===== src/rtl/interfaz_teclado_hex_if.sv =====
// -----------------------------------------------------------------------------
// interfaz_teclado_hex_if
// Purpose : bundles the keypad-side and digit-side signals of the hex keypad
//           interface so they travel as one port.
// Signals : row_in    [3:0]  keypad rows, active-low, asynchronous to clk
//           col_out   [3:0]  keypad column drive, active-low, one-hot low
//           key_code  [3:0]  code of the last accepted key
//           key_valid        one-cycle pulse per accepted key
//           data_out  [15:0] last four accepted digits, newest in [3:0]
// Modports: slave  - the keypad interface block itself
//           master - the environment (keypad matrix and display side)
// -----------------------------------------------------------------------------
interface interfaz_teclado_hex_if;
   logic [3:0]  row_in;
   logic [3:0]  col_out;
   logic [3:0]  key_code;
   logic        key_valid;
   logic [15:0] data_out;

   modport slave  (input  row_in,
                   output col_out, key_code, key_valid, data_out);

   modport master (output row_in,
                   input  col_out, key_code, key_valid, data_out);
endinterface


===== src/rtl/interfaz_teclado_hex.sv =====
// -----------------------------------------------------------------------------
// interfaz_teclado_hex
// Purpose : scans a 4x4 hex matrix keypad one column at a time, synchronizes
//           and debounces the rows, encodes each accepted press as
//           {row_idx, col_idx} and shifts it into a 16-bit digit register that
//           feeds the 7-segment display path directly.
// Ports   : clk  - system clock
//           rst  - asynchronous, active-high reset
//           kp   - interfaz_teclado_hex_if.slave
//                  (row_in, col_out, key_code, key_valid, data_out)
// Options : define KEY_REPEAT_EN to emit a repeat pulse every REPEAT_CYCLES
//           cycles while a key stays held; undefined gives one pulse per press.
// -----------------------------------------------------------------------------
module interfaz_teclado_hex #(
   parameter int SCAN_DIV        = 100_000,
   parameter int DEBOUNCE_CYCLES = 1_000_000,
   parameter int REPEAT_CYCLES   = 25_000_000
) (
   input  logic                   clk,
   input  logic                   rst,
   interfaz_teclado_hex_if.slave  kp
);

   localparam int DIV_W = $clog2(SCAN_DIV);
   localparam int DEB_W = $clog2(DEBOUNCE_CYCLES);
   localparam logic [DIV_W-1:0] DIV_LAST = DIV_W'(SCAN_DIV - 1);
   localparam logic [DEB_W-1:0] DEB_LAST = DEB_W'(DEBOUNCE_CYCLES - 1);

   typedef enum logic [1:0] {
      SCAN     = 2'd0,
      DEBOUNCE = 2'd1,
      HELD     = 2'd2,
      RELEASE  = 2'd3
   } state_t;

   // Lowest-index low row wins when several rows are pressed.
   function automatic logic [1:0] first_low_row(input logic [3:0] rows);
      logic [1:0] idx;
      if (!rows[0])      idx = 2'd0;
      else if (!rows[1]) idx = 2'd1;
      else if (!rows[2]) idx = 2'd2;
      else               idx = 2'd3;
      return idx;
   endfunction

   // Active-low one-hot column drive for a column index.
   function automatic logic [3:0] col_drive(input logic [1:0] idx);
      return ~(4'b0001 << idx);
   endfunction

   logic [3:0]       sync1_q, rows_s_q;
   state_t           state_q, state_d;
   logic [DIV_W-1:0] div_q, div_d;
   logic [DEB_W-1:0] deb_q, deb_d;
   logic [1:0]       col_idx_q, col_idx_d;
   logic [1:0]       row_idx_q, row_idx_d;
   logic [3:0]       col_out_q, col_out_d;
   logic [3:0]       key_code_q, key_code_d;
   logic             key_valid_q, key_valid_d;
   logic [15:0]      data_q, data_d;
   logic             row_low_s;

`ifdef KEY_REPEAT_EN
   localparam int REP_W = ($clog2(REPEAT_CYCLES) > 0) ? $clog2(REPEAT_CYCLES) : 1;
   localparam logic [REP_W-1:0] REP_LAST = REP_W'(REPEAT_CYCLES - 1);
   logic [REP_W-1:0] rep_q, rep_d;
`endif

   // Only the latched row is watched once a candidate key has been found.
   assign row_low_s = ~rows_s_q[row_idx_q];

   // Two-flop row synchronizer plus all state registers.
   always_ff @(posedge clk or posedge rst) begin
      if (rst) begin
         sync1_q     <= 4'b0000;
         rows_s_q    <= 4'b0000;
         state_q     <= SCAN;
         div_q       <= '0;
         deb_q       <= '0;
         col_idx_q   <= 2'd0;
         row_idx_q   <= 2'd0;
         col_out_q   <= 4'b1110;
         key_code_q  <= 4'h0;
         key_valid_q <= 1'b0;
         data_q      <= 16'h0000;
`ifdef KEY_REPEAT_EN
         rep_q       <= '0;
`endif
      end else begin
         sync1_q     <= kp.row_in;
         rows_s_q    <= sync1_q;
         state_q     <= state_d;
         div_q       <= div_d;
         deb_q       <= deb_d;
         col_idx_q   <= col_idx_d;
         row_idx_q   <= row_idx_d;
         col_out_q   <= col_out_d;
         key_code_q  <= key_code_d;
         key_valid_q <= key_valid_d;
         data_q      <= data_d;
`ifdef KEY_REPEAT_EN
         rep_q       <= rep_d;
`endif
      end
   end

   // Scan / debounce / hold / release next-state and output logic.
   always_comb begin
      state_d     = state_q;
      div_d       = div_q;
      deb_d       = deb_q;
      col_idx_d   = col_idx_q;
      row_idx_d   = row_idx_q;
      col_out_d   = col_out_q;
      key_code_d  = key_code_q;
      key_valid_d = 1'b0;
      data_d      = data_q;
`ifdef KEY_REPEAT_EN
      rep_d       = '0;
`endif

      case (state_q)
         SCAN: begin
            if (div_q == DIV_LAST) begin
               div_d = '0;
               if (rows_s_q != 4'hF) begin
                  // Column stays where it is so the pressed key remains driven.
                  row_idx_d = first_low_row(rows_s_q);
                  deb_d     = '0;
                  state_d   = DEBOUNCE;
               end else begin
                  col_idx_d = col_idx_q + 2'd1;
                  col_out_d = col_drive(col_idx_q + 2'd1);
               end
            end else begin
               div_d = div_q + DIV_W'(1);
            end
         end

         DEBOUNCE: begin
            if (row_low_s) begin
               if (deb_q == DEB_LAST) begin
                  state_d     = HELD;
                  deb_d       = '0;
                  key_valid_d = 1'b1;
                  key_code_d  = {row_idx_q, col_idx_q};
                  data_d      = {data_q[11:0], row_idx_q, col_idx_q};
               end else begin
                  deb_d = deb_q + DEB_W'(1);
               end
            end else begin
               // Bounce: resample the same column from a fresh scan period.
               state_d = SCAN;
               div_d   = '0;
            end
         end

         HELD: begin
            if (!row_low_s) begin
               deb_d   = '0;
               state_d = RELEASE;
            end else begin
`ifdef KEY_REPEAT_EN
               if (rep_q == REP_LAST) begin
                  rep_d       = '0;
                  key_valid_d = 1'b1;
                  data_d      = {data_q[11:0], key_code_q};
               end else begin
                  rep_d = rep_q + REP_W'(1);
               end
`else
               state_d = HELD;
`endif
            end
         end

         RELEASE: begin
            if (row_low_s) begin
               // Release bounce: back to HELD, no new pulse.
               state_d = HELD;
            end else if (deb_q == DEB_LAST) begin
               state_d   = SCAN;
               div_d     = '0;
               deb_d     = '0;
               col_idx_d = col_idx_q + 2'd1;
               col_out_d = col_drive(col_idx_q + 2'd1);
            end else begin
               deb_d = deb_q + DEB_W'(1);
            end
         end

         default: begin
            state_d = SCAN;
            div_d   = '0;
         end
      endcase
   end

   assign kp.col_out   = col_out_q;
   assign kp.key_code  = key_code_q;
   assign kp.key_valid = key_valid_q;
   assign kp.data_out  = data_q;

endmodule

===== src/flat_wrapper.sv =====
// flat-port wrapper written by rule: the top's interface ports become plain ports
module interfaz_teclado_hex_flat 
#(
   parameter int SCAN_DIV        = 100_000,
   parameter int DEBOUNCE_CYCLES = 1_000_000,
   parameter int REPEAT_CYCLES   = 25_000_000
)
  (clk, rst, kp_row_in, kp_col_out, kp_key_code, kp_key_valid, kp_data_out);
  interfaz_teclado_hex_if kp_i ();
  input  logic clk;
  input  logic rst;
  input wire logic [$bits(kp_i.row_in)-1:0] kp_row_in;
  output wire logic [$bits(kp_i.col_out)-1:0] kp_col_out;
  output wire logic [$bits(kp_i.key_code)-1:0] kp_key_code;
  output wire logic [$bits(kp_i.key_valid)-1:0] kp_key_valid;
  output wire logic [$bits(kp_i.data_out)-1:0] kp_data_out;
  assign kp_i.row_in = kp_row_in;
  assign kp_col_out = kp_i.col_out;
  assign kp_key_code = kp_i.key_code;
  assign kp_key_valid = kp_i.key_valid;
  assign kp_data_out = kp_i.data_out;
  interfaz_teclado_hex #(.SCAN_DIV(SCAN_DIV), .DEBOUNCE_CYCLES(DEBOUNCE_CYCLES), .REPEAT_CYCLES(REPEAT_CYCLES)) u_core (.clk(clk), .rst(rst), .kp(kp_i));
endmodule

===== config.mk =====
export PLATFORM = sky130hd
export DESIGN_NAME = interfaz_teclado_hex_flat
export DESIGN_NICKNAME = d
export VERILOG_FILES = /design/src/rtl/interfaz_teclado_hex_if.sv /design/src/rtl/interfaz_teclado_hex.sv /design/src/flat_wrapper.sv
export SDC_FILE = /design/constraint.sdc
export NUM_CORES = 1
export LEC_CHECK = 0
export BUFFER_PORTS_ARGS = -buffer_cell sky130_fd_sc_hd__buf_2
export CELL_PAD_IN_SITES_DETAIL_PLACEMENT = 1
export CELL_PAD_IN_SITES_GLOBAL_PLACEMENT = 2
export CORE_AREA = 8 8 100 120
export DETAILED_ROUTE_END_ITERATION = 6
export DIE_AREA = 0 0 108 128
export PLACE_DENSITY_LB_ADDON = 0.3
export SYNTH_ARGS = -nofsm -noshare
export SYNTH_HDL_FRONTEND = slang
export SYNTH_SLANG_ARGS = --single-unit

===== constraint.sdc =====
create_clock -name clk -period 2.4 [get_ports clk]
set_input_delay 0.24 -clock clk [delete_from_list [all_inputs] [get_ports clk]]
set_output_delay 0.24 -clock clk [all_outputs]
set_load 0.1 [all_outputs]

Word-level counts from Yosys, hierarchy flattened
Index checks and enable logic that the tools add are counted.

Word-level logic and storage cells: 81. Input bits: 6. Bits in registers: 76. Output and inout port bits: 25.

Mux-type cells: 38. Add/sub/neg operators: 3. Reductions and logical operators: 9. Equality and inequality tests: 16. $lt $le $gt $ge: 1. Bitwise gates (word level): 2. Shifts and indexed selects: 1.

Operators by type and width (number): $mux W20 (6); $pmux W20 S4 (1); $mux W17 (4); $pmux W17 S3 (1); $mux W2 (12); $add A20 B1 Y20 const B (1); $eq A20 B20 Y1 const B (1); $add A17 B1 Y17 const B (1); $eq A17 B17 Y1 const B (1); $mux W4 (4); $ne A2 B1 Y1 const B (6); $reduce_and A5 Y1 (2); $pmux W2 S4 (1); $pmux W4 S2 (1); $reduce_and A4 Y1 (2); $mux W1 (6); $reduce_and A3 Y1 (2); $eq A2 B2 Y1 const B (2); $ne A2 B2 Y1 const B (2); $ne A4 B4 Y1 const B (1); $not A4 Y4 (1); $pmux W2 S2 (1); $shl A1 B2 Y4 const A (1); $lt A2 B3 Y1 const B (1); other kinds (9) (9).

Longest topological paths before layout
Gate-level depths: netlist (run 1).

Depth in word-level cells: 6. Gate-level depth with buffers: 9. Depth with buffers taken out: 7.

Worst setup path after synthesis (run 1)
Ideal clock, no wire load.

Kind: reg2reg. Start point: register u_core.state_q[0]. End point: register u_core.div_q[3]. Clock period less this slack: 2.153 ns. Path buffers: 2. Slack: 0.247 ns. Arrival time: 2.075 ns. Data required time: 2.323 ns. Setup time: 0.077 ns. Cell stages (with the launch flop): 9. Cell sequence: dfrtp_1 ha_1 or2_0 clkbuf_1 nand2b_1 clkbuf_1 nand2_1 or4_1 a21oi_1.

Cells in the longest elaborated chain, start to end: 3. Elaborated cells on any way between the ends: 9. Those cells by class: 5 x eq/ne; 1 x mux; 3 x reduce/logical.

Ends and longest elaborated chain: from (decl) (line interfaz_teclado_hex.sv:52) `state_t state_q, state_d;`; from (signal assigned) (line interfaz_teclado_hex.sv:92) `state_q <= state_d;`; $eq A2 B2 Y1 (tied with other cells) (line interfaz_teclado_hex.sv:122) `case (state_q)`; $ne A2 B1 Y1 (no line) / $reduce_bool A3 Y1 (equally long branches); $reduce_and A4 Y1 (no line); to (signal assigned) (line interfaz_teclado_hex.sv:93) `div_q <= div_d;`; to (decl) (line interfaz_teclado_hex.sv:53) `logic [DIV_W-1:0] div_q, div_d;`.

Parallel ways exist; a longest one is shown, timed or not. A chain may end at the register's enable or synchronous reset.

Worst setup path in the final report (run 1)
Start point: register u_core.deb_q[0]. End point: register u_core.div_q[6].

Cells in the longest elaborated chain, start to end: 3.

Ends and longest elaborated chain: from (decl) (line interfaz_teclado_hex.sv:54) `logic [DEB_W-1:0] deb_q, deb_d;`; from (signal assigned) (line interfaz_teclado_hex.sv:79) `deb_q <= '0;`; from (signal assigned) (line interfaz_teclado_hex.sv:94) `deb_q <= deb_d;`; $eq A20 B20 Y1 (line interfaz_teclado_hex.sv:181) `end else if (deb_q == DEB_LAST) begin`; $ne A2 B1 Y1 (no line); $reduce_and A4 Y1 (no line).

Every way passes these cells.

==> results of run 1 <==
[state kept, by name, summed over array words and instances (netlist names), named ones only]
name and count:
u_core.col_idx_q 2, u_core.deb_q 20, u_core.div_q 17, u_core.kp.col_out 4, u_core.kp.data_out 13, u_core.kp.key_code 3, u_core.kp.key_valid 1, u_core.row_idx_q 2
u_core.rows_s_q 4, u_core.state_q 1, u_core.sync1_q 4
[repair_timing]
action                     in CTS  in global routing
hold buffers                    1                  0
resized for setup               0                  1
setup endpoints to repair       0                  1
hold endpoints to repair        1                  0
buffers inserted                0                  0
[report_power, final]
| part | internal, mW | switching (mW) | leakage [nW] | total [mW] |
|---|---|---|---|---|
| Sequential | 1.22 | 0.00350 | 0.962 | 1.22 |
| Combinational | 0.0141 | 0.0397 | 0.868 | 0.0538 |
| Clock | 0.850 | 0.547 | 0.154 | 1.40 |
[how the worst max path moves through the flow]
stage,from,end,slack (ps),cells past startpoint
after floorplan,u_core.state_q[0],u_core.div_q[3],250,8
after global placement,u_core.div_q[13],u_core.deb_q[0],220,6
after detailed placement,u_core.div_q[0],u_core.deb_q[14],200,7
after CTS,u_core.div_q[13],u_core.deb_q[14],160,6
after global routing,u_core.deb_q[0],u_core.div_q[5],50,7
final,u_core.deb_q[0],u_core.div_q[6],170,7
[kinds of logic after synthesis]
kind of cell,count (synthesis)
flops,72
buf+inv,39
simple gates,131
fa+ha+maj,10
compound gates,87
mux,28
xor+xnor,1
[stage by stage]
stage | cells | worst slack [ps] | util (%)
2_1_floorplan | 368 | 247.2 | -
3_3_place_gp | 532 | 219.2 | 41.27
3_5_place_dp | 532 | 197.6 | 41.27
4_1_cts | 549 | 159.6 | 44.43
5_1_grt | 549 | 50.43 | 44.44
6_report | 549 | 171.7 | 44.44
[layer usage]
layer / GRT usage, % / vias to the layer above / routed length (um) / part of all wire (%)
li1: - / 1473 / - / -
met4: 6.301 / 0 / 148 / 1.5
met1: 18.07 / 1578 / 4254 / 44
met2: 26.04 / 27 / 5003 / 52
met3: 2.163 / 10 / 228 / 2.4
met5: 0 / - / 0 / 0
[layout by cell type, fill, tap and decap left out, types with 9 or more instances in the layout]
master	count
or3_1	9
a21oi_1	18
nand4_1	11
clkbuf_16	9
dfrtp_1	69
or4_1	9
ha_1	10
buf_4	20
buf_2	30
a22o_1	13
mux2_2	19
nor2_1	17
o21ai_0	19
nand3_1	20
o211ai_1	11
nor3_1	17
inv_1	20
nand2_1	23
[area by class of cell]
cell class	instances	area (um2)
flip-flops and latches	72	1805
fillers	1160	5672
multi-input cells	257	1808
well taps	129	161.4
clock inverters	6	73.82
inverters	21	78.83
repair buffers	54	370.4
clock buffers	10	239.0
[critical path, stage by stage (launching register included)]
cell     delay (ps)
dfrtp_1         420
ha_1            310
inv_1           120
nor3_1          270
a21oi_1         160
buf_12          190
or4_1           510
a21oi_1         170
==> run_summary.xml, run 1 <==
<?xml version="1.0" encoding="UTF-8"?>
<metrics>
  <group name="status">
    <metric name="outcome" unit="">completed</metric>
  </group>
  <group name="synth">
    <metric name="netlist.top_cell.by_area" unit="">dfrtp_1</metric>
    <metric name="async_set_reset_flop_share_out_of_synthesis" unit="%">100.0</metric>
    <metric name="number_of_flops_mapped_to_enable_cells_by_yosys" unit="">0</metric>
    <metric name="netlist_top_cells_area" unit="">dfrtp_1, mux2_2, ha_1</metric>
    <metric name="synth_top_area_share" unit="%">45.54</metric>
    <metric name="post_synth_fa_ha_maj_area_fraction" unit="%">3.300</metric>
    <metric name="synth_ff_type" unit="">dfrtp_1</metric>
    <metric name="avgSynthCellArea" unit="um2">10.30</metric>
    <metric name="synth_top_family_by_area" unit="">simple AND/OR/NAND/NOR gates</metric>
    <metric name="synth-warning-count" unit="">0</metric>
    <metric name="synth_most_common_cell" unit="">dfrtp_1</metric>
    <metric name="synth_common_cells" unit="">dfrtp_1, nand2_1, inv_1</metric>
    <metric name="post_synth_inst_count" unit="">368</metric>
    <metric name="syn_nets" unit="">384</metric>
    <metric name="synthMuxAreaShare" unit="%">8.350</metric>
    <metric name="yosysUniqueCellTypes" unit="">53</metric>
    <metric name="area_fraction_in_and_or_nand_and_nor_cells_after_synthesis" unit="%">19.70</metric>
    <metric name="synth_compound_area_share" unit="%">16.07</metric>
    <metric name="synthesis.area" unit="um2">3791</metric>
    <metric name="postSynthRegisterBits" unit="">72</metric>
    <metric name="synth_xor_area_share" unit="%">0.2310</metric>
    <metric name="seq_area_frac_synth" unit="%">47.62</metric>
  </group>
  <group name="detailed_routing">
    <metric name="drt_pass1_iterations" unit="">5</metric>
    <metric name="via_per_instance_ratio" unit="">5.625</metric>
    <metric name="antenna_left" unit="">0</metric>
    <metric name="drt-wirelength-per-cell" unit="um">17.55</metric>
    <metric name="wl" unit="um">9635</metric>
    <metric name="drc" unit="">0</metric>
    <metric name="drt_first_iter_violations" unit="">102</metric>
    <metric name="via_count" unit="">3088</metric>
  </group>
  <group name="setup_path">
    <metric name="worst_r2r_path_depth" unit="">7</metric>
    <metric name="cp_startpoint_kind" unit="">flop</metric>
    <metric name="critical_path_arrival" unit="ps">2480</metric>
    <metric name="timing.critical_path.to_type" unit="">flop</metric>
    <metric name="worst-path-max-fanout" unit="">31</metric>
    <metric name="required" unit="ps">2650</metric>
    <metric name="worst-r2r-setup-slack" unit="ps">170</metric>
    <metric name="reg2reg_from" unit="">u_core.deb_q[0]</metric>
    <metric name="timing.rr.end" unit="">u_core.div_q[6]</metric>
    <metric name="worst-setup-path-type" unit="">reg -&gt; reg</metric>
  </group>
  <group name="timing">
    <metric name="slew_headroom" unit="%">65.94</metric>
    <metric name="worst_hold_slack" unit="ps">5.979</metric>
    <metric name="final_setup_violation_count" unit="">0</metric>
    <metric name="fin_tns_setup" unit="ps">0</metric>
    <metric name="timing.fmax" unit="MHz">448.8</metric>
    <metric name="drv_slew" unit="">0</metric>
    <metric name="timing_hold_violations_final" unit="">0</metric>
    <metric name="unrepaired_setup_endpoints_after_global_routing" unit="">no</metric>
    <metric name="clock_skew" unit="ps">10.48</metric>
    <metric name="finalCritPeriodShare" unit="%">92.84</metric>
    <metric name="period_minus_slack" unit="ps">2228</metric>
    <metric name="measured_slew_at_the_worst_slew_check_pin" unit="ps">510.9</metric>
  </group>
  <group name="cells_and_area">
    <metric name="drive_gt1_share" unit="%">24.52</metric>
    <metric name="n_antenna_cell" unit="">0</metric>
    <metric name="layout-area-overhead-vs-synth" unit="%">19.67</metric>
    <metric name="design.final.nets" unit="">431</metric>
    <metric name="final_design_area_no_fill" unit="um2">4537</metric>
  </group>
  <group name="floorplanning">
    <metric name="rows" unit="">41</metric>
    <metric name="width_of_the_chip" unit="um">108</metric>
    <metric name="die_h" unit="um">128</metric>
    <metric name="design.portCount" unit="">31</metric>
    <metric name="coreArea" unit="um2">10210</metric>
    <metric name="initial_core_util" unit="%">37.14</metric>
    <metric name="dieArea" unit="um2">13820</metric>
  </group>
  <group name="power_and_ir_drop">
    <metric name="power.ir.vdd_worst" unit="mV">0.2898</metric>
    <metric name="final_total_power" unit="mW">2.675</metric>
    <metric name="p_leak" unit="nW">1.985</metric>
    <metric name="power_density" unit="nW/um2">589.6</metric>
  </group>
  <group name="global_route">
    <metric name="antenna_found_initial" unit="">0</metric>
    <metric name="grt_start_max_net_pins" unit="">73</metric>
    <metric name="grt_first_pass_wirelength" unit="um">16740</metric>
    <metric name="vias_in_the_first_global_route" unit="">3313</metric>
    <metric name="globalRoute.totalOverflow" unit="">0</metric>
    <metric name="grtUsageTotal" unit="%">15.07</metric>
  </group>
  <group name="placed_design">
    <metric name="placement.io_buffers" unit="">30</metric>
    <metric name="dp_hpwl" unit="um">6706</metric>
    <metric name="place.gp.congestion" unit="">0.8005</metric>
    <metric name="placedInstanceArea" unit="um2">4213</metric>
  </group>
  <group name="run">
    <metric name="maxCapViolations" unit="">0</metric>
  </group>
  <group name="clocking">
    <metric name="clk_latency" unit="ps">330</metric>
    <metric name="cts_inserted_buffers" unit="">9</metric>
    <metric name="tritoncts" unit="">done</metric>
    <metric name="cts.clk_slew.worst_paths" unit="ps">60</metric>
    <metric name="cts_num_sinks" unit="">72</metric>
    <metric name="cts-root-buf" unit="">clkbuf_16</metric>
    <metric name="htreeDepth" unit="">3</metric>
    <metric name="clock_tree.buffer_depth" unit="">2</metric>
  </group>
  <group name="min_path">
    <metric name="hp_class" unit="">in -&gt; async</metric>
  </group>
</metrics>
Power figures use the tool's default switching activity.
==> run 2: changes to the inputs <==
--- a/config.mk
+++ b/config.mk
@@ -9,6 +9,7 @@
 export CELL_PAD_IN_SITES_DETAIL_PLACEMENT = 1
 export CELL_PAD_IN_SITES_GLOBAL_PLACEMENT = 2
 export CORE_AREA = 8 8 100 120
+export CTS_BUF_LIST = sky130_fd_sc_hd__clkbuf_16
 export DETAILED_ROUTE_END_ITERATION = 6
 export DIE_AREA = 0 0 108 128
 export PLACE_DENSITY_LB_ADDON = 0.3
==> run 2 against run 1 <==
Critical path depth did not move. Largest cell class unchanged. Sequential cell count did not move. Clock power about the same. Worst hold slack got worse by 5.6 ps. First-iteration DRC count grew 20%. Clock skew about the same. Largest power group unchanged. Highest routed layer unchanged. Final area decreased by 0.44%. Combinational power shrank 2%. Sequential power is essentially flat. Total power shrank 1.2%. Sequential share of layout area increased by 0.18 points. Die area unchanged.
==> run_summary.xml, run 2 (synthesis results as in run 1) <==
<?xml version="1.0" encoding="UTF-8"?>
<metrics>
  <group name="setup_path">
    <metric name="worst-setup-path-type" unit="">reg -&gt; reg</metric>
    <metric name="reg2reg_from" unit="">u_core.deb_q[0]</metric>
    <metric name="required" unit="ps">2650</metric>
    <metric name="cp_startpoint_kind" unit="">flop</metric>
    <metric name="timing.rr.end" unit="">u_core.div_q[6]</metric>
    <metric name="worst-r2r-setup-slack" unit="ps">160</metric>
    <metric name="critical_path_arrival" unit="ps">2480</metric>
    <metric name="timing.critical_path.to_type" unit="">flop</metric>
    <metric name="worst-path-max-fanout" unit="">31</metric>
    <metric name="worst_r2r_path_depth" unit="">7</metric>
  </group>
  <group name="floorplanning">
    <metric name="coreArea" unit="um2">10210</metric>
    <metric name="width_of_the_chip" unit="um">108</metric>
    <metric name="design.portCount" unit="">31</metric>
    <metric name="initial_core_util" unit="%">37.14</metric>
    <metric name="rows" unit="">41</metric>
    <metric name="dieArea" unit="um2">13820</metric>
    <metric name="die_h" unit="um">128</metric>
  </group>
  <group name="timing">
    <metric name="fin_ws" unit="ps">165.0</metric>
    <metric name="final_setup_violation_count" unit="">0</metric>
    <metric name="finalCritPeriodShare" unit="%">93.13</metric>
    <metric name="drv_slew" unit="">0</metric>
    <metric name="clock_skew" unit="ps">10.70</metric>
    <metric name="unrepaired_setup_endpoints_after_global_routing" unit="">no</metric>
    <metric name="slew_headroom" unit="%">65.56</metric>
    <metric name="fin_tns_setup" unit="ps">0</metric>
    <metric name="timing_hold_violations_final" unit="">0</metric>
    <metric name="period_minus_slack" unit="ps">2235</metric>
    <metric name="timing.fmax" unit="MHz">447.4</metric>
    <metric name="measured_slew_at_the_worst_slew_check_pin" unit="ps">516.5</metric>
  </group>
  <group name="cells_and_area">
    <metric name="num-fill-cells" unit="">1163</metric>
    <metric name="layout-area-overhead-vs-synth" unit="%">19.14</metric>
    <metric name="mostFrequentLayoutCell" unit="">dfrtp_1</metric>
    <metric name="layout.cells.most_common_list" unit="">dfrtp_1, buf_2, nand2_1</metric>
    <metric name="design.final.nets" unit="">430</metric>
    <metric name="n_antenna_cell" unit="">0</metric>
    <metric name="drive_gt1_share" unit="%">24.34</metric>
    <metric name="finalNonFillerCells" unit="">548</metric>
    <metric name="seq_cell_area" unit="um2">1805</metric>
    <metric name="registers.top_by_ff_count" unit="">u_core.deb_q</metric>
    <metric name="area_used_by_multi_input_combinational_logic" unit="um2">1808</metric>
    <metric name="largest_register_ffs" unit="">20</metric>
  </group>
  <group name="global_route">
    <metric name="globalRoute.totalOverflow" unit="">0</metric>
    <metric name="vias_in_the_first_global_route" unit="">3307</metric>
    <metric name="grt_first_pass_wirelength" unit="um">16700</metric>
    <metric name="grt_start_max_net_pins" unit="">73</metric>
    <metric name="grtUsageTotal" unit="%">15.05</metric>
    <metric name="antenna_found_initial" unit="">0</metric>
  </group>
  <group name="detailed_routing">
    <metric name="drt_first_iter_violations" unit="">122</metric>
    <metric name="via_count" unit="">3082</metric>
    <metric name="drt-wirelength-per-cell" unit="um">17.57</metric>
    <metric name="drt_pass1_iterations" unit="">4</metric>
    <metric name="antenna_left" unit="">0</metric>
    <metric name="wl" unit="um">9626</metric>
    <metric name="via_per_instance_ratio" unit="">5.624</metric>
    <metric name="drc" unit="">0</metric>
  </group>
  <group name="run">
    <metric name="maxCapViolations" unit="">0</metric>
  </group>
  <group name="placed_design">
    <metric name="place.gp.congestion" unit="">0.8005</metric>
    <metric name="dp_hpwl" unit="um">6706</metric>
    <metric name="placement.io_buffers" unit="">30</metric>
    <metric name="place_ws" unit="ps">197.6</metric>
    <metric name="dpl.cell_count" unit="">532</metric>
  </group>
  <group name="power_and_ir_drop">
    <metric name="net_sw_share" unit="%">22.36</metric>
    <metric name="power.ir.vdd_worst" unit="mV">0.2890</metric>
    <metric name="combinationalPowerShare" unit="%">2.0</metric>
    <metric name="p_leak" unit="nW">1.975</metric>
    <metric name="final_total_power" unit="mW">2.643</metric>
    <metric name="power_frac_seq" unit="%">46.3</metric>
    <metric name="power_density" unit="nW/um2">585.1</metric>
    <metric name="pwr-share-clk" unit="%">51.7</metric>
    <metric name="cellInternalPower" unit="mW">2.052</metric>
    <metric name="net-switching-power" unit="mW">0.5910</metric>
  </group>
  <group name="clocking">
    <metric name="cts-root-buf" unit="">clkbuf_16</metric>
    <metric name="htreeDepth" unit="">3</metric>
    <metric name="cts.clk_slew.worst_paths" unit="ps">70</metric>
    <metric name="cts_num_sinks" unit="">72</metric>
    <metric name="postCtsSetupBuffers" unit="">0</metric>
    <metric name="clock_tree.buffer_depth" unit="">2</metric>
    <metric name="clk_latency" unit="ps">330</metric>
    <metric name="cts_inserted_buffers" unit="">9</metric>
    <metric name="tritoncts" unit="">done</metric>
  </group>
  <group name="status">
    <metric name="outcome" unit="">completed</metric>
  </group>
  <group name="min_path">
    <metric name="hp_class" unit="">in -&gt; async</metric>
  </group>
</metrics>
-- run 2: cell type report --
class | count | area share, %
Inverter | 21 | 1.745
Timing Repair Buffer | 53 | 7.978
Clock buffer | 9 | 4.986
Clock inverter | 7 | 1.717
Multi-Input combinational cell | 257 | 40.03
Sequential cell | 72 | 39.97
Tap cell | 129 | 3.573
-- run 2: critical path: stages (launching register included) --
cell and delay (ps):
dfrtp_1 420, ha_1 320, inv_1 120, nor3_1 270, a21oi_1 160, buf_12 190, or4_1 510, a21oi_1 170
-- run 2: worst max path at each step --
stage | slack (ps) | cells after the start | startpoint | endpoint
6_report | 160 | 7 | u_core.deb_q[0] | u_core.div_q[6]
5_1_grt | 50 | 7 | u_core.deb_q[0] | u_core.div_q[5]
4_1_cts | 160 | 6 | u_core.div_q[13] | u_core.deb_q[14]
3_5_place_dp | 200 | 7 | u_core.div_q[0] | u_core.deb_q[14]
3_3_place_gp | 220 | 6 | u_core.div_q[13] | u_core.deb_q[0]
2_1_floorplan | 250 | 8 | u_core.state_q[0] | u_core.div_q[3]
-- run 2: timing repair --
item | CTS | global route
hold buffers | 0 | 0
gates resized for setup | 0 | 1
endpoints found under the setup margin | 0 | 1
-- run 2: power by group through the flow --
stage | clock [mW] | sequential, mW | combinational (mW)
after CTS | 1.42 | 1.22 | 0.0548
after floorplan | 0 | 1.25 | 0.0339
final | 1.37 | 1.22 | 0.0525
after global routing | 1.45 | 1.22 | 0.0599
after detailed placement | 0 | 1.25 | 0.0546
after global placement | 0 | 1.25 | 0.0542
-- run 2: through the flow --
stage / hold WS [ps] / util, % / instance area (um2)
floorplan: 271.4 / - / 3791
global placement: 349.1 / 41.27 / 4213
detailed placement: 338.7 / 41.27 / 4213
CTS: 0.8278 / 44.23 / 4516
global route: 0.9045 / 44.25 / 4517
finish: 0.3619 / 44.25 / 4517
-- run 2: routing by layer --
layer,vias to the layer above,routed length [um],track usage (%)
met5,-,0,0
met4,0,161,6.301
met3,11,239,2.163
met2,26,4979,26.04
met1,1576,4245,18.01
li1,1469,-,-
==> run 3: changes to the inputs <==
--- a/config.mk
+++ b/config.mk
@@ -5,13 +5,15 @@
 export SDC_FILE = /design/constraint.sdc
 export NUM_CORES = 1
 export LEC_CHECK = 0
+export ABC_AREA = 1
 export BUFFER_PORTS_ARGS = -buffer_cell sky130_fd_sc_hd__buf_2
+export CAP_MARGIN = 20
 export CELL_PAD_IN_SITES_DETAIL_PLACEMENT = 1
 export CELL_PAD_IN_SITES_GLOBAL_PLACEMENT = 2
-export CORE_AREA = 8 8 100 120
+export CORE_AREA = 8 8 111 133
 export CTS_BUF_LIST = sky130_fd_sc_hd__clkbuf_16
 export DETAILED_ROUTE_END_ITERATION = 6
-export DIE_AREA = 0 0 108 128
+export DIE_AREA = 0 0 119 141
 export PLACE_DENSITY_LB_ADDON = 0.3
 export SYNTH_ARGS = -nofsm -noshare
 export SYNTH_HDL_FRONTEND = slang
==> run 3 against run 2 <==
Clock power shrank 4%. Sequential cell count is the same. Core utilization shrank 5.0 points. Sequential power is essentially flat. Critical endpoint is now u_core.deb_q[15]. First-iteration DRC count shrank 20%. Worst hold slack gained 350 ps. Combinational power shrank 13%. Synthesized cell count grew 62%. Die area grew 21%. Final area grew 9.2%.
==> run_summary.xml, run 3 <==
<?xml version="1.0" encoding="UTF-8"?>
<metrics>
  <group name="detailed_routing">
    <metric name="via_count" unit="">3790</metric>
    <metric name="drt_pass1_iterations" unit="">5</metric>
    <metric name="drt_first_iter_violations" unit="">97</metric>
    <metric name="drt-wirelength-per-cell" unit="um">14.45</metric>
    <metric name="via_per_instance_ratio" unit="">4.743</metric>
    <metric name="drc" unit="">0</metric>
    <metric name="wl" unit="um">11550</metric>
    <metric name="antenna_left" unit="">0</metric>
  </group>
  <group name="global_route">
    <metric name="grt_first_pass_wirelength" unit="um">20150</metric>
    <metric name="globalRoute.totalOverflow" unit="">0</metric>
    <metric name="grtUsageTotal" unit="%">14.71</metric>
    <metric name="grt_start_max_net_pins" unit="">73</metric>
    <metric name="antenna_found_initial" unit="">0</metric>
    <metric name="vias_in_the_first_global_route" unit="">4028</metric>
  </group>
  <group name="timing">
    <metric name="clock_skew" unit="ps">10.06</metric>
    <metric name="measured_slew_at_the_worst_slew_check_pin" unit="ps">501.0</metric>
    <metric name="fin_tns_setup" unit="ps">0</metric>
    <metric name="period_minus_slack" unit="ps">2063</metric>
    <metric name="timing.fmax" unit="MHz">484.7</metric>
    <metric name="finalCritPeriodShare" unit="%">85.96</metric>
    <metric name="worst_hold_slack" unit="ps">349.6</metric>
    <metric name="unrepaired_setup_endpoints_after_global_routing" unit="">no</metric>
    <metric name="fin_ws" unit="ps">336.8</metric>
    <metric name="final_setup_violation_count" unit="">0</metric>
    <metric name="slew_headroom" unit="%">66.53</metric>
    <metric name="timing_hold_violations_final" unit="">0</metric>
    <metric name="drv_slew" unit="">0</metric>
  </group>
  <group name="setup_path">
    <metric name="cp_startpoint_kind" unit="">flop</metric>
    <metric name="timing.critical_path.to_type" unit="">flop</metric>
    <metric name="required" unit="ps">2660</metric>
    <metric name="critical_path_arrival" unit="ps">2320</metric>
    <metric name="worst-setup-path-type" unit="">reg -&gt; reg</metric>
    <metric name="timing.rr.end" unit="">u_core.deb_q[15]</metric>
    <metric name="reg2reg_from" unit="">u_core.div_q[0]</metric>
    <metric name="worst_r2r_path_depth" unit="">12</metric>
    <metric name="worst-r2r-setup-slack" unit="ps">340</metric>
    <metric name="worst-path-max-fanout" unit="">12</metric>
  </group>
  <group name="placed_design">
    <metric name="place.gp.congestion" unit="">0.8004</metric>
    <metric name="dp_hpwl" unit="um">8420</metric>
    <metric name="placedInstanceArea" unit="um2">4597</metric>
    <metric name="dpl.cell_count" unit="">778</metric>
    <metric name="place_ws" unit="ps">314.5</metric>
    <metric name="placement.io_buffers" unit="">30</metric>
  </group>
  <group name="power_and_ir_drop">
    <metric name="p_leak" unit="nW">2.416</metric>
    <metric name="power_density" unit="nW/um2">525.2</metric>
    <metric name="power.ir.vdd_worst" unit="mV">0.4026</metric>
    <metric name="final_total_power" unit="mW">2.591</metric>
  </group>
  <group name="cells_and_area">
    <metric name="seq_cell_area" unit="um2">1805</metric>
    <metric name="utilization" unit="%">39.29</metric>
    <metric name="layout-area-overhead-vs-synth" unit="%">14.72</metric>
    <metric name="n_antenna_cell" unit="">0</metric>
    <metric name="registers.top_by_ff_count" unit="">u_core.deb_q</metric>
    <metric name="design.final.nets" unit="">646</metric>
    <metric name="drive_gt1_share" unit="%">13.23</metric>
    <metric name="largest_register_ffs" unit="">20</metric>
    <metric name="final_design_area_no_fill" unit="um2">4933</metric>
    <metric name="finalNonFillerCells" unit="">799</metric>
    <metric name="mostFrequentLayoutCell" unit="">nand2_1</metric>
    <metric name="layout.cells.most_common_list" unit="">nand2_1, nor2_1, dfrtp_1</metric>
    <metric name="num-fill-cells" unit="">1565</metric>
    <metric name="area_used_by_multi_input_combinational_logic" unit="um2">2140</metric>
  </group>
  <group name="synth">
    <metric name="netlist_top_cells_area" unit="">dfrtp_1, nand2_1, nor2_1</metric>
    <metric name="synth_ff_type" unit="">dfrtp_1</metric>
    <metric name="avgSynthCellArea" unit="um2">7.228</metric>
    <metric name="synth_compound_area_share" unit="%">6.023</metric>
    <metric name="synthesis.area" unit="um2">4300</metric>
    <metric name="synth_xor_area_share" unit="%">2.648</metric>
    <metric name="yosysUniqueCellTypes" unit="">33</metric>
    <metric name="syn_nets" unit="">611</metric>
    <metric name="number_of_flops_mapped_to_enable_cells_by_yosys" unit="">0</metric>
    <metric name="seq_area_frac_synth" unit="%">41.98</metric>
    <metric name="synth_common_cells" unit="">nand2_1, nor2_1, dfrtp_1</metric>
    <metric name="netlist.top_cell.by_area" unit="">dfrtp_1</metric>
    <metric name="postSynthRegisterBits" unit="">72</metric>
    <metric name="synth_most_common_cell" unit="">nand2_1</metric>
    <metric name="area_fraction_in_and_or_nand_and_nor_cells_after_synthesis" unit="%">38.17</metric>
    <metric name="post_synth_fa_ha_maj_area_fraction" unit="%">2.910</metric>
    <metric name="synth-warning-count" unit="">0</metric>
    <metric name="post_synth_inst_count" unit="">595</metric>
    <metric name="synthMuxAreaShare" unit="%">0</metric>
    <metric name="synth_top_area_share" unit="%">40.15</metric>
    <metric name="synth_top_family_by_area" unit="">simple AND/OR/NAND/NOR gates</metric>
    <metric name="async_set_reset_flop_share_out_of_synthesis" unit="%">100.0</metric>
  </group>
  <group name="floorplanning">
    <metric name="die_h" unit="um">141</metric>
    <metric name="design.portCount" unit="">31</metric>
    <metric name="rows" unit="">45</metric>
    <metric name="initial_core_util" unit="%">34.25</metric>
    <metric name="dieArea" unit="um2">16780</metric>
    <metric name="coreArea" unit="um2">12560</metric>
    <metric name="width_of_the_chip" unit="um">119</metric>
  </group>
  <group name="clocking">
    <metric name="cts_num_sinks" unit="">72</metric>
    <metric name="ctsResizeCount" unit="">0</metric>
    <metric name="cts_inserted_buffers" unit="">9</metric>
    <metric name="cts.clk_slew.worst_paths" unit="ps">70</metric>
    <metric name="cts-root-buf" unit="">clkbuf_16</metric>
    <metric name="tritoncts" unit="">done</metric>
    <metric name="clock_tree.buffer_depth" unit="">2</metric>
    <metric name="htreeDepth" unit="">3</metric>
    <metric name="clk_latency" unit="ps">350</metric>
  </group>
  <group name="min_path">
    <metric name="hp_class" unit="">reg -&gt; reg</metric>
    <metric name="holdPathStages" unit="">0</metric>
    <metric name="timing.hold.worst_endpoint" unit="">u_core.rows_s_q[3]</metric>
    <metric name="worstHoldStart" unit="">u_core.sync1_q[3]</metric>
  </group>
  <group name="run">
    <metric name="maxCapViolations" unit="">0</metric>
  </group>
  <group name="status">
    <metric name="outcome" unit="">completed</metric>
  </group>
</metrics>
-- run 3: cell count changes in the layout (fill, tap and decap cells not counted), moves of 11 or more --
cell      previous run  this run
a21oi_1             18         2
xor2_1               0        13
nand2_1             23       211
nor2_1              17        75
inv_1               20        54
nand3_1             20        38
o211ai_1            11         0
a22o_1              13         0
buf_4               20         4
mux2_2              19         0
-- run 3: area by class of cell --
| class | instances | area share [%] |
|---|---|---|
| clock buffer | 9 | 4.565 |
| clock inverter | 7 | 1.243 |
| inverter | 60 | 4.590 |
| sequential | 72 | 36.60 |
| tap | 164 | 4.159 |
| timing repair buffer | 41 | 5.478 |
| multi-input combinational | 446 | 43.37 |
-- run 3: worst max-delay path: stages (launching register included) --
cell	delay [ps]
dfrtp_1	400
ha_1	190
nand2_1	80
inv_1	110
nand2_1	100
nor2_2	190
nand2_2	110
nand2_1	90
nand2_2	80
nor2_4	240
buf_4	200
nand3_1	80
o21ai_0	110
-- run 3: worst max-delay path by stage --
stage,from,to,slack (ps),depth (start not counted)
2_1_floorplan,rst,async pin,340,1
3_3_place_gp,u_core.div_q[0],u_core.deb_q[15],440,12
3_5_place_dp,u_core.div_q[0],u_core.deb_q[15],310,12
4_1_cts,u_core.div_q[0],u_core.deb_q[15],290,12
5_1_grt,u_core.div_q[0],u_core.deb_q[15],30,12
6_report,u_core.div_q[0],u_core.deb_q[15],340,12
-- run 3: cells by family (layout without fill, tap and decap cells) --
| kind of cell | Yosys count | after routing |
|---|---|---|
| adders and majority gates | 10 | 10 |
| AOI/OAI and AO/OA | 45 | 45 |
| buffers and inverters | 77 | 117 |
| DFF | 72 | 72 |
| and+or+nand+nor | 378 | 378 |
| xor gates and xnor gates | 13 | 13 |
-- run 3: report_power, final --
| group | internal, mW | switching (mW) |
|---|---|---|
| logic | 0.0139 | 0.0319 |
| clock network | 0.722 | 0.599 |
| registers | 1.22 | 0.00371 |
-- run 3: layer usage --
metal	vias to the layer above	GRT usage (%)	part of all wire, %
met5	-	0	0
met4	0	6.071	1.9
met3	13	2.317	1.7
met2	22	26.07	52
met1	1814	17.21	45
li1	1941	-	-
-- run 3: timing repair --
| item | 4_1_cts | 5_1_grt |
|---|---|---|
| buffers inserted | 0 | 0 |
| hold buffers | 5 | 0 |
| endpoints found under the hold margin | 40 | 0 |
